### src/rtl/sync_fifo.sv
`default_nettype none
// ============================================================================
//  Module   : sync_fifo
//  Purpose  : Single-clock FIFO with occupancy level, programmable
//             almost-full/almost-empty thresholds, sticky overflow/underflow
//             flags, synchronous flush and a build-time choice of standard or
//             first-word-fall-through (FWFT) read mode.
//  Ports    : clk          - clock, rising edge
//             rst_n        - asynchronous active-low reset
//             flush        - synchronous clear of contents and error flags
//             wr_en        - write request
//             data_in      - write data
//             rd_en        - read request (standard) / pop (FWFT)
//             data_out     - read data (FWFT: current head word)
//             data_valid   - standard: data_out updated this cycle;
//                            FWFT: head word present (== !empty)
//             full, empty  - occupancy flags
//             almost_full  - level >= AFULL_THRESH
//             almost_empty - level <= AEMPTY_THRESH
//             level        - words held, 0..DEPTH
//             overflow     - sticky: write attempted while full
//             underflow    - sticky: read attempted while empty
//  Revision : 1.0 - initial release
// ============================================================================
module sync_fifo #(
  parameter int DATA_WIDTH    = 8,
  parameter int ADDR_WIDTH    = 6,
  parameter bit FWFT          = 1'b0,
  parameter int AFULL_THRESH  = 56,
  parameter int AEMPTY_THRESH = 8
) (
  input  logic                  clk,
  input  logic                  rst_n,
  input  logic                  flush,
  input  logic                  wr_en,
  input  logic [DATA_WIDTH-1:0] data_in,
  input  logic                  rd_en,
  output logic [DATA_WIDTH-1:0] data_out,
  output logic                  data_valid,
  output logic                  full,
  output logic                  empty,
  output logic                  almost_full,
  output logic                  almost_empty,
  output logic [ADDR_WIDTH:0]   level,
  output logic                  overflow,
  output logic                  underflow
);

  localparam int                c_depth     = 2 ** ADDR_WIDTH;
  localparam logic [ADDR_WIDTH:0] c_depth_lvl = (ADDR_WIDTH + 1)'(c_depth);
  localparam logic [ADDR_WIDTH:0] c_afull     = (ADDR_WIDTH + 1)'(AFULL_THRESH);
  localparam logic [ADDR_WIDTH:0] c_aempty    = (ADDR_WIDTH + 1)'(AEMPTY_THRESH);

  logic [DATA_WIDTH-1:0] mem_q [c_depth];

  logic [ADDR_WIDTH:0]   wptr_q, wptr_d;
  logic [ADDR_WIDTH:0]   rptr_q, rptr_d;
  logic [DATA_WIDTH-1:0] dout_q, dout_d;
  // Standard mode: one-cycle data_valid pulse. FWFT mode: head register valid.
  logic                  vld_q, vld_d;
  logic                  ovf_q, ovf_d;
  logic                  udf_q, udf_d;

  logic [ADDR_WIDTH:0]   arr_cnt_w;  // words held in the array only
  logic                  arr_rd_w;   // array word read out this cycle
  logic                  wr_acc_w;

  // Pointers carry an extra wrap bit, so the difference is the array count
  // even when the low bits coincide (full vs empty).
  assign arr_cnt_w = wptr_q - rptr_q;

  generate
    if (FWFT) begin : g_fwft
      logic pop_w;
      assign level    = arr_cnt_w + {{ADDR_WIDTH{1'b0}}, vld_q};
      assign empty    = !vld_q;
      assign pop_w    = rd_en && vld_q;
      // Refill the head register whenever it is free or being popped.
      // The array count is registered, so a word written to an empty FIFO
      // reaches the head register one edge later.
      assign arr_rd_w = (arr_cnt_w != '0) && (!vld_q || pop_w);
      assign vld_d    = arr_rd_w ? 1'b1 : (pop_w ? 1'b0 : vld_q);
    end else begin : g_std
      assign level    = arr_cnt_w;
      assign empty    = (arr_cnt_w == '0);
      assign arr_rd_w = rd_en && !empty;
      assign vld_d    = arr_rd_w;
    end
  endgenerate

  assign full         = (level == c_depth_lvl);
  assign almost_full  = (level >= c_afull);
  assign almost_empty = (level <= c_aempty);
  assign wr_acc_w     = wr_en && !full;

  assign data_out   = dout_q;
  assign data_valid = vld_q;
  assign overflow   = ovf_q;
  assign underflow  = udf_q;

  always_comb begin
    wptr_d = wptr_q + {{ADDR_WIDTH{1'b0}}, wr_acc_w};
    rptr_d = rptr_q + {{ADDR_WIDTH{1'b0}}, arr_rd_w};
    dout_d = arr_rd_w ? mem_q[rptr_q[ADDR_WIDTH-1:0]] : dout_q;
    ovf_d  = ovf_q || (wr_en && full);
    udf_d  = udf_q || (rd_en && empty);
  end

  always_ff @(posedge clk or negedge rst_n) begin
    if (!rst_n) begin
      wptr_q <= '0;
      rptr_q <= '0;
      dout_q <= '0;
      vld_q  <= 1'b0;
      ovf_q  <= 1'b0;
      udf_q  <= 1'b0;
    end else if (flush) begin
      // data_out deliberately keeps its last value across a flush.
      wptr_q <= '0;
      rptr_q <= '0;
      vld_q  <= 1'b0;
      ovf_q  <= 1'b0;
      udf_q  <= 1'b0;
    end else begin
      wptr_q <= wptr_d;
      rptr_q <= rptr_d;
      dout_q <= dout_d;
      vld_q  <= vld_d;
      ovf_q  <= ovf_d;
      udf_q  <= udf_d;
    end
  end

  // Storage array has no reset; stale contents are unreachable once the
  // pointers are cleared.
  always_ff @(posedge clk) begin
    if (rst_n && !flush && wr_acc_w) begin
      mem_q[wptr_q[ADDR_WIDTH-1:0]] <= data_in;
    end
  end

endmodule
`default_nettype wire

### config.mk
export PLATFORM = sky130hd
export DESIGN_NAME = sync_fifo
export DESIGN_NICKNAME = d
export VERILOG_FILES = /design/src/rtl/sync_fifo.sv
export SDC_FILE = /design/constraint.sdc
export NUM_CORES = 1
export LEC_CHECK = 0
export ABC_CLOCK_PERIOD_IN_PS = 11200
export CELL_PAD_IN_SITES_DETAIL_PLACEMENT = 2
export CELL_PAD_IN_SITES_GLOBAL_PLACEMENT = 2
export CORE_MARGIN = 3
export CORE_UTILIZATION = 53
export CTS_CLUSTER_SIZE = 10
export DETAILED_ROUTE_END_ITERATION = 10
export PLACE_DENSITY_LB_ADDON = 0.1
export SYNTH_ARGS = -nofsm -noshare
export SYNTH_HDL_FRONTEND = slang
export SYNTH_SLANG_ARGS = --single-unit
### constraint.sdc
create_clock -name clk -period 11.2 [get_ports clk]
set_input_delay 2.24 -clock clk [delete_from_list [all_inputs] [get_ports clk]]
set_output_delay 2.24 -clock clk [all_outputs]
set_load 0.05 [all_outputs]
==> results of run 1 <==
worst paths after layout:
check                       startpoint           end  slack [ps]  cells past startpoint
hold reg to reg            data_out[0]   data_out[0]         520                      1
min in group asynchronous        rst_n    data_valid        1700                      1
max in group asynchronous        rst_n     rptr_q[2]        8920                      1
setup / recovery             rptr_q[0]  almost_empty        4160                     10
setup reg to reg             rptr_q[0]  mem_q[49][3]        6120                     11
hold / removal             data_out[0]   data_out[0]         520                      1
logic make-up after synthesis:
logic type,count (synthesis)
flip-flops,537
XOR/XNOR,11
AND/OR/NAND/NOR,143
AO/OA/AOI/OAI,122
adder cells (fa/ha/maj),11
buffers and inverters,71
multiplexers,136
layer usage:
layer	track usage [%]	vias to the layer above	wire, um
met5	0	-	23
met3	7.388	166	5426
li1	-	4545	-
met4	12.69	4	2897
met1	45.36	6449	26570
met2	57.10	685	34980
state kept, by name, indices dropped and copies added, names as in the netlist:
name	flops
underflow	1
overflow	1
data_out	8
data_valid	1
mem_q	512
rptr_q	7
wptr_q	7
metrics by stage:
| step | total power [uW] | worst slack (ps) | cell area (um^2) | hold slack (ps) |
|---|---|---|---|---|
| 6_report | 5144 | 4163 | 24100 | 515.5 |
| 5_1_grt | 5288 | 3953 | 24100 | 555.0 |
| 4_1_cts | 5156 | 4103 | 24090 | 521.1 |
| 3_5_place_dp | 3315 | 4820 | 22370 | 507.9 |
| 3_3_place_gp | 3263 | 5145 | 22370 | 490.5 |
| 2_1_floorplan | 2996 | 5164 | 21090 | 539.1 |
cells in the final DEF, fill, tap and decap left out, drive strengths merged, types with 2 or more instances in the layout:
| cell | count |
|---|---|
| or3 | 4 |
| a21oi | 38 |
| inv | 15 |
| nand2 | 17 |
| clkdlybuf4s50 | 25 |
| o21a | 2 |
| dfrtp | 25 |
| mux2 | 8 |
| a211oi | 2 |
| clkbuf | 110 |
| diode | 2 |
| nor2 | 20 |
| buf | 81 |
| a41oi | 2 |
| o21ai | 6 |
| a22oi | 64 |
| ha | 10 |
| nor2b | 9 |
| a21o | 3 |
| nand3b | 2 |
| xnor2 | 5 |
| nand3 | 13 |
| nor3 | 66 |
| mux4 | 128 |
| or4 | 8 |
| xor2 | 6 |
| edfxtp | 512 |
area by class of cell:
type,count,area [um^2],share of cell area (%)
timing repair buffer,106,855.8,3.551
antenna,2,5.005,0.02076
inverter,13,48.80,0.2025
clock buffer,110,1689,7.008
multi-input combinational,423,4815,19.98
tap,518,648.1,2.689
clock inverter,3,33.78,0.1402
sequential,537,16010,66.41
power by group:
| part | internal, uW | switching [uW] | total [uW] |
|---|---|---|---|
| sequential | 2220 | 54.7 | 2280 |
| clock | 1010 | 828 | 1840 |
| combinational | 397 | 631 | 1030 |
| total | 3630 | 1510 | 5140 |
synthesized netlist by cell type (3+ instances only):
| library cell | count | area share (%) |
|---|---|---|
| nor3_1 | 66 | 1.6 |
| or3_1 | 4 | 0.12 |
| inv_1 | 8 | 0.14 |
| o21ai_0 | 3 | 0.071 |
| mux2_2 | 8 | 0.43 |
| buf_1 | 3 | 0.053 |
| a21o_1 | 3 | 0.11 |
| xor2_1 | 6 | 0.25 |
| a22oi_1 | 64 | 2.3 |
| dfrtp_1 | 25 | 3.0 |
| edfxtp_1 | 512 | 73 |
| mux4_2 | 128 | 14 |
| o21ai_1 | 3 | 0.071 |
| clkbuf_1 | 34 | 0.61 |
| nor2b_1 | 9 | 0.27 |
| or4_1 | 8 | 0.28 |
| xnor2_1 | 5 | 0.21 |
| nand2_1 | 17 | 0.30 |
| a21oi_1 | 38 | 0.90 |
| nor2_1 | 20 | 0.36 |
| ha_1 | 10 | 0.59 |
| buf_4 | 6 | 0.21 |
| buf_6 | 3 | 0.16 |
| nand3_1 | 13 | 0.31 |
| inv_2 | 5 | 0.089 |
| buf_2 | 12 | 0.28 |
==> results_dict.tcl, run 1 <==
set metrics [dict create \
    final.min_clock_period_ps 7037 \
    synth_edf_count 512 \
    ys_ff_latch 537 \
    grt_pass1_vias 12740 \
    hp-class "register to register" \
    synth-seq-area-share_pct 75.87 \
    globalRouteTotalUtil_pct 34.40 \
    worstSetupPathType "register to primary output" \
    stdcell_count 1712 \
    clk_latency_ps 630 \
    gp_congestion 0.7782 \
    cts_hold_buf 0 \
    fill_cells 3013 \
    vias 11850 \
    drt_iter0_markers 1784 \
    finalHoldViolCount 0 \
    path_cells "ha_1 -> inv_1 -> fa_1 -> a211oi_1 -> o21bai_1 -> a21o_1 -> xor2_1 -> inv_2 -> a211oi_1 -> clkdlybuf4s50_1" \
    wl_per_cell_um 40.83 \
    htree_levels 2 \
    io_buffers 34 \
    cpMaxStageDelayCell "clkdlybuf4s50_1" \
    grt_overflow 0 \
    critPathArrivalTime_ps 4800 \
    ir_drop_v 0.0001346 \
    cp.required_ps 8960 \
    fin_util_pct 61.79 \
    avgSynthCellArea_um2 20.45 \
    postRouteAntennaNets 0 \
    async_flop_share_pct 4.655 \
    grt_start_max_net_pins 133 \
    numCtsBuffers 60 \
    via_per_inst 6.921 \
    path_clk_slew_ps 70 \
    fin_crit_sh_pct 62.83 \
    dr.pass1.iters 5 \
    syn-cell-area_mm2 0.02109 \
    synth.distinct_cells 40 \
    synthCells 1031 \
    endpoint_kind "primary output" \
    synth_fp_nets 1055 \
    dp_cells 1597 \
    path_buf_inv 3 \
    area_growth_pct 14.29 \
    core-area_mm2 0.03901 \
    synthSimpleGateAreaFrac_pct 3.406 \
    synthFlopType "edfxtp_1" \
    synth_top_family_by_area "multiplexers" \
    antenna_found_initial 4 \
    dieArea_mm2 0.04222 \
    max_freq_mhz 142.1 \
    num_rows 72 \
    post_cts_buffers 0 \
    cts_resized 0 \
    drc 0 \
    root_buffer "clkbuf_16" \
    nNetsFinal 1165 \
    slowest_delay_ps 870 \
    slew_violations 0 \
    wl_um 69900 \
    leakage_uw 0.007534 \
    dp_hpwl_um 38740 \
    finalSetupViolCount 0 \
    synthMuxAreaShare_pct 14.10 \
    worst_slew_pin_slew_ps 1162 \
    io_pins 35 \
    synth_xor_area_share_pct 0.4568 \
    crit_path_frequent_cell "a211oi_1" \
    maxCapViolCount 0 \
    grt_pass1_wl_um 100900 \
    clk_path_buf_depth 3 \
    clock-sinks 537 \
    synthAdderAreaFrac_pct 0.6882 \
    crit_family "buffers and inverters" \
    cts_tree "built" \
    final_layout_size_suffix_gt1_share_pct 25.17 \
    final.setup.tns_ps 0 \
    crit_fanout 28 \
    fin_skew_ps 29.25 \
    powerDensity_mw_per_mm2 213.4 \
    synth_warnings 0 \
    die_h_um 205.5 \
    slew_headroom_pct 22.14 \
    grt_setup_unrepaired "false" \
    synth-compound-area-share_pct 3.934 \
    start_util_pct 54.06 \
    outcome "finished, final reports clean" \
    die_w_um 205.5 \
    cp-start-kind "register" \
]
No activity file was read; power rests on OpenSTA's default activity.
==> inputs of run 2 (changes only) <==
ABC_CLOCK_PERIOD_IN_PS = 7300   (was 11200)
CORE_UTILIZATION = 49   (was 53)
clock period = 7.3 ns   (was 11.2 ns; I/O delays follow)
==> run 2 against run 1 <==
Largest cell class unchanged. Cell count rose by 1.5%. Global-route usage decreased by 6.3 points. Sequential share of layout area fell by 0.23 points. First-iteration DRC count shrank 30%. Critical endpoint unchanged.
==> results_dict.tcl, run 2 (synthesis gave the netlist of run 1 again) <==
set metrics [dict create \
    clk_latency_ps 630 \
    powerDensity_mw_per_mm2 322.5 \
    cpMaxStageDelayCell "dfrtp_4" \
    maxCapViolCount 0 \
    dieArea_mm2 0.04556 \
    finalHoldViolCount 0 \
    slowest_delay_ps 900 \
    gp_congestion 0.7774 \
    core-area_mm2 0.04223 \
    nNetsFinal 1173 \
    htree_levels 2 \
    die_w_um 213.5 \
    final.setup.tns_ps 0 \
    antenna_found_initial 2 \
    grt_start_max_net_pins 66 \
    p_total_uw 7800 \
    slew_headroom_pct 13.37 \
    start_util_pct 49.94 \
    hp-class "register to register" \
    clock-sinks 537 \
    via_per_inst 6.463 \
    die_h_um 213.5 \
    stdcell_area_mm2 0.02419 \
    leakage_uw 0.007583 \
    num_rows 75 \
    path_cells "inv_1 -> ha_1 -> a211oi_1 -> o21bai_1 -> a21o_1 -> xor2_1 -> inv_2 -> a211oi_1 -> clkdlybuf4s50_1" \
    crit-reg2reg-launch "rptr_q[2]" \
    area_growth_pct 14.70 \
    worstSetupPathType "register to primary output" \
    grt_pass1_vias 12290 \
    io_buffers 34 \
    crit_fanout 47 \
    globalRouteTotalUtil_pct 28.13 \
    io_pins 35 \
    path_buf_inv 3 \
    cts_resized 0 \
    wl_um 61560 \
    numCtsBuffers 60 \
    layout_common_cells "edfxtp_1 (512), mux4_2 (128), buf_4 (81), a22oi_1 (64)" \
    largest_reg_flops 512 \
    grt_setup_unrepaired "false" \
    critPathArrivalTime_ps 4470 \
    final.min_clock_period_ps 5925 \
    setup_slack_ps 1375 \
    fin_crit_sh_pct 81.17 \
    layout_commonest_cell "edfxtp_1" \
    grt_pass1_wl_um 90080 \
    holdCritStartpoint "data_out[6]" \
    endpoint_kind "primary output" \
    drt_iter0_markers 1245 \
    postPlaceCellArea_mm2 0.02243 \
    wl_per_cell_um 35.42 \
    cts_tree "built" \
    path_clk_slew_ps 60 \
    cp.required_ps 5840 \
    worst_slew_pin_slew_ps 1300 \
    finalSetupViolCount 0 \
    fin_skew_ps 17.57 \
    postRouteAntennaNets 0 \
    cts_hold_buf 0 \
    dp_hpwl_um 36280 \
    crit_path_frequent_cell "a211oi_1" \
    drc 0 \
    final_layout_size_suffix_gt1_share_pct 25.52 \
    max_freq_mhz 168.8 \
    crit_start "rptr_q[2]" \
    slew_violations 0 \
    post_cts_buffers 0 \
    root_buffer "clkbuf_16" \
    clk_path_buf_depth 3 \
    vias 11230 \
    cp-start-kind "register" \
    dr.pass1.iters 5 \
    outcome "finished, final reports clean" \
    crit_family "buffers and inverters" \
    pre_cts_ws_ps 1986 \
    diodes 0 \
    grt_overflow 0 \
    ir_drop_v 0.0002213 \
]
-- run 2: per-layer routing --
metal / share of wire, % / GRT usage (%) / up-vias
li1: - / - / 4559
met1: 41 / 38.22 / 6085
met2: 49 / 45.81 / 459
met3: 6.2 / 4.960 / 126
met4: 4.0 / 11.62 / 4
met5: 0.037 / 0 / -
-- run 2: per-stage QoR --
stage	instances	utilization, %	hold slack (ps)
finish	1738	57.28	507.9
global route	1738	57.28	530.3
global placement	1626	53.12	493.1
detailed placement	1626	53.12	499.5
floorplan	1031	-	539.1
CTS	1738	57.26	512.9
-- run 2: report_power, final --
part,switching [uW],total (uW),internal (uW)
Combinational,918,1530,609
Clock,1210,2780,1570
Sequential,76.5,3490,3410
-- run 2: final timing paths --
check | cells after the start | slack [ps] | end
min | 1 | 510 | data_out[6]
min in group asynchronous | 2 | 1240 | underflow
min reg2reg | 1 | 510 | data_out[6]
max in group asynchronous | 2 | 5690 | rptr_q[2]
max | 9 | 1370 | almost_empty
max reg2reg | 10 | 2790 | mem_q[6][2]
-- run 2: cell type report --
| type | instances | area (um^2) |
|---|---|---|
| Clock inverter | 2 | 28.78 |
| Inverter | 13 | 48.80 |
| Timing Repair Buffer | 114 | 903.4 |
| Sequential cell | 537 | 16010 |
| Tap cell | 539 | 674.4 |
| Multi-Input combinational cell | 423 | 4805 |
| Fill cell | 3475 | 18040 |
| Clock buffer | 110 | 1720 |
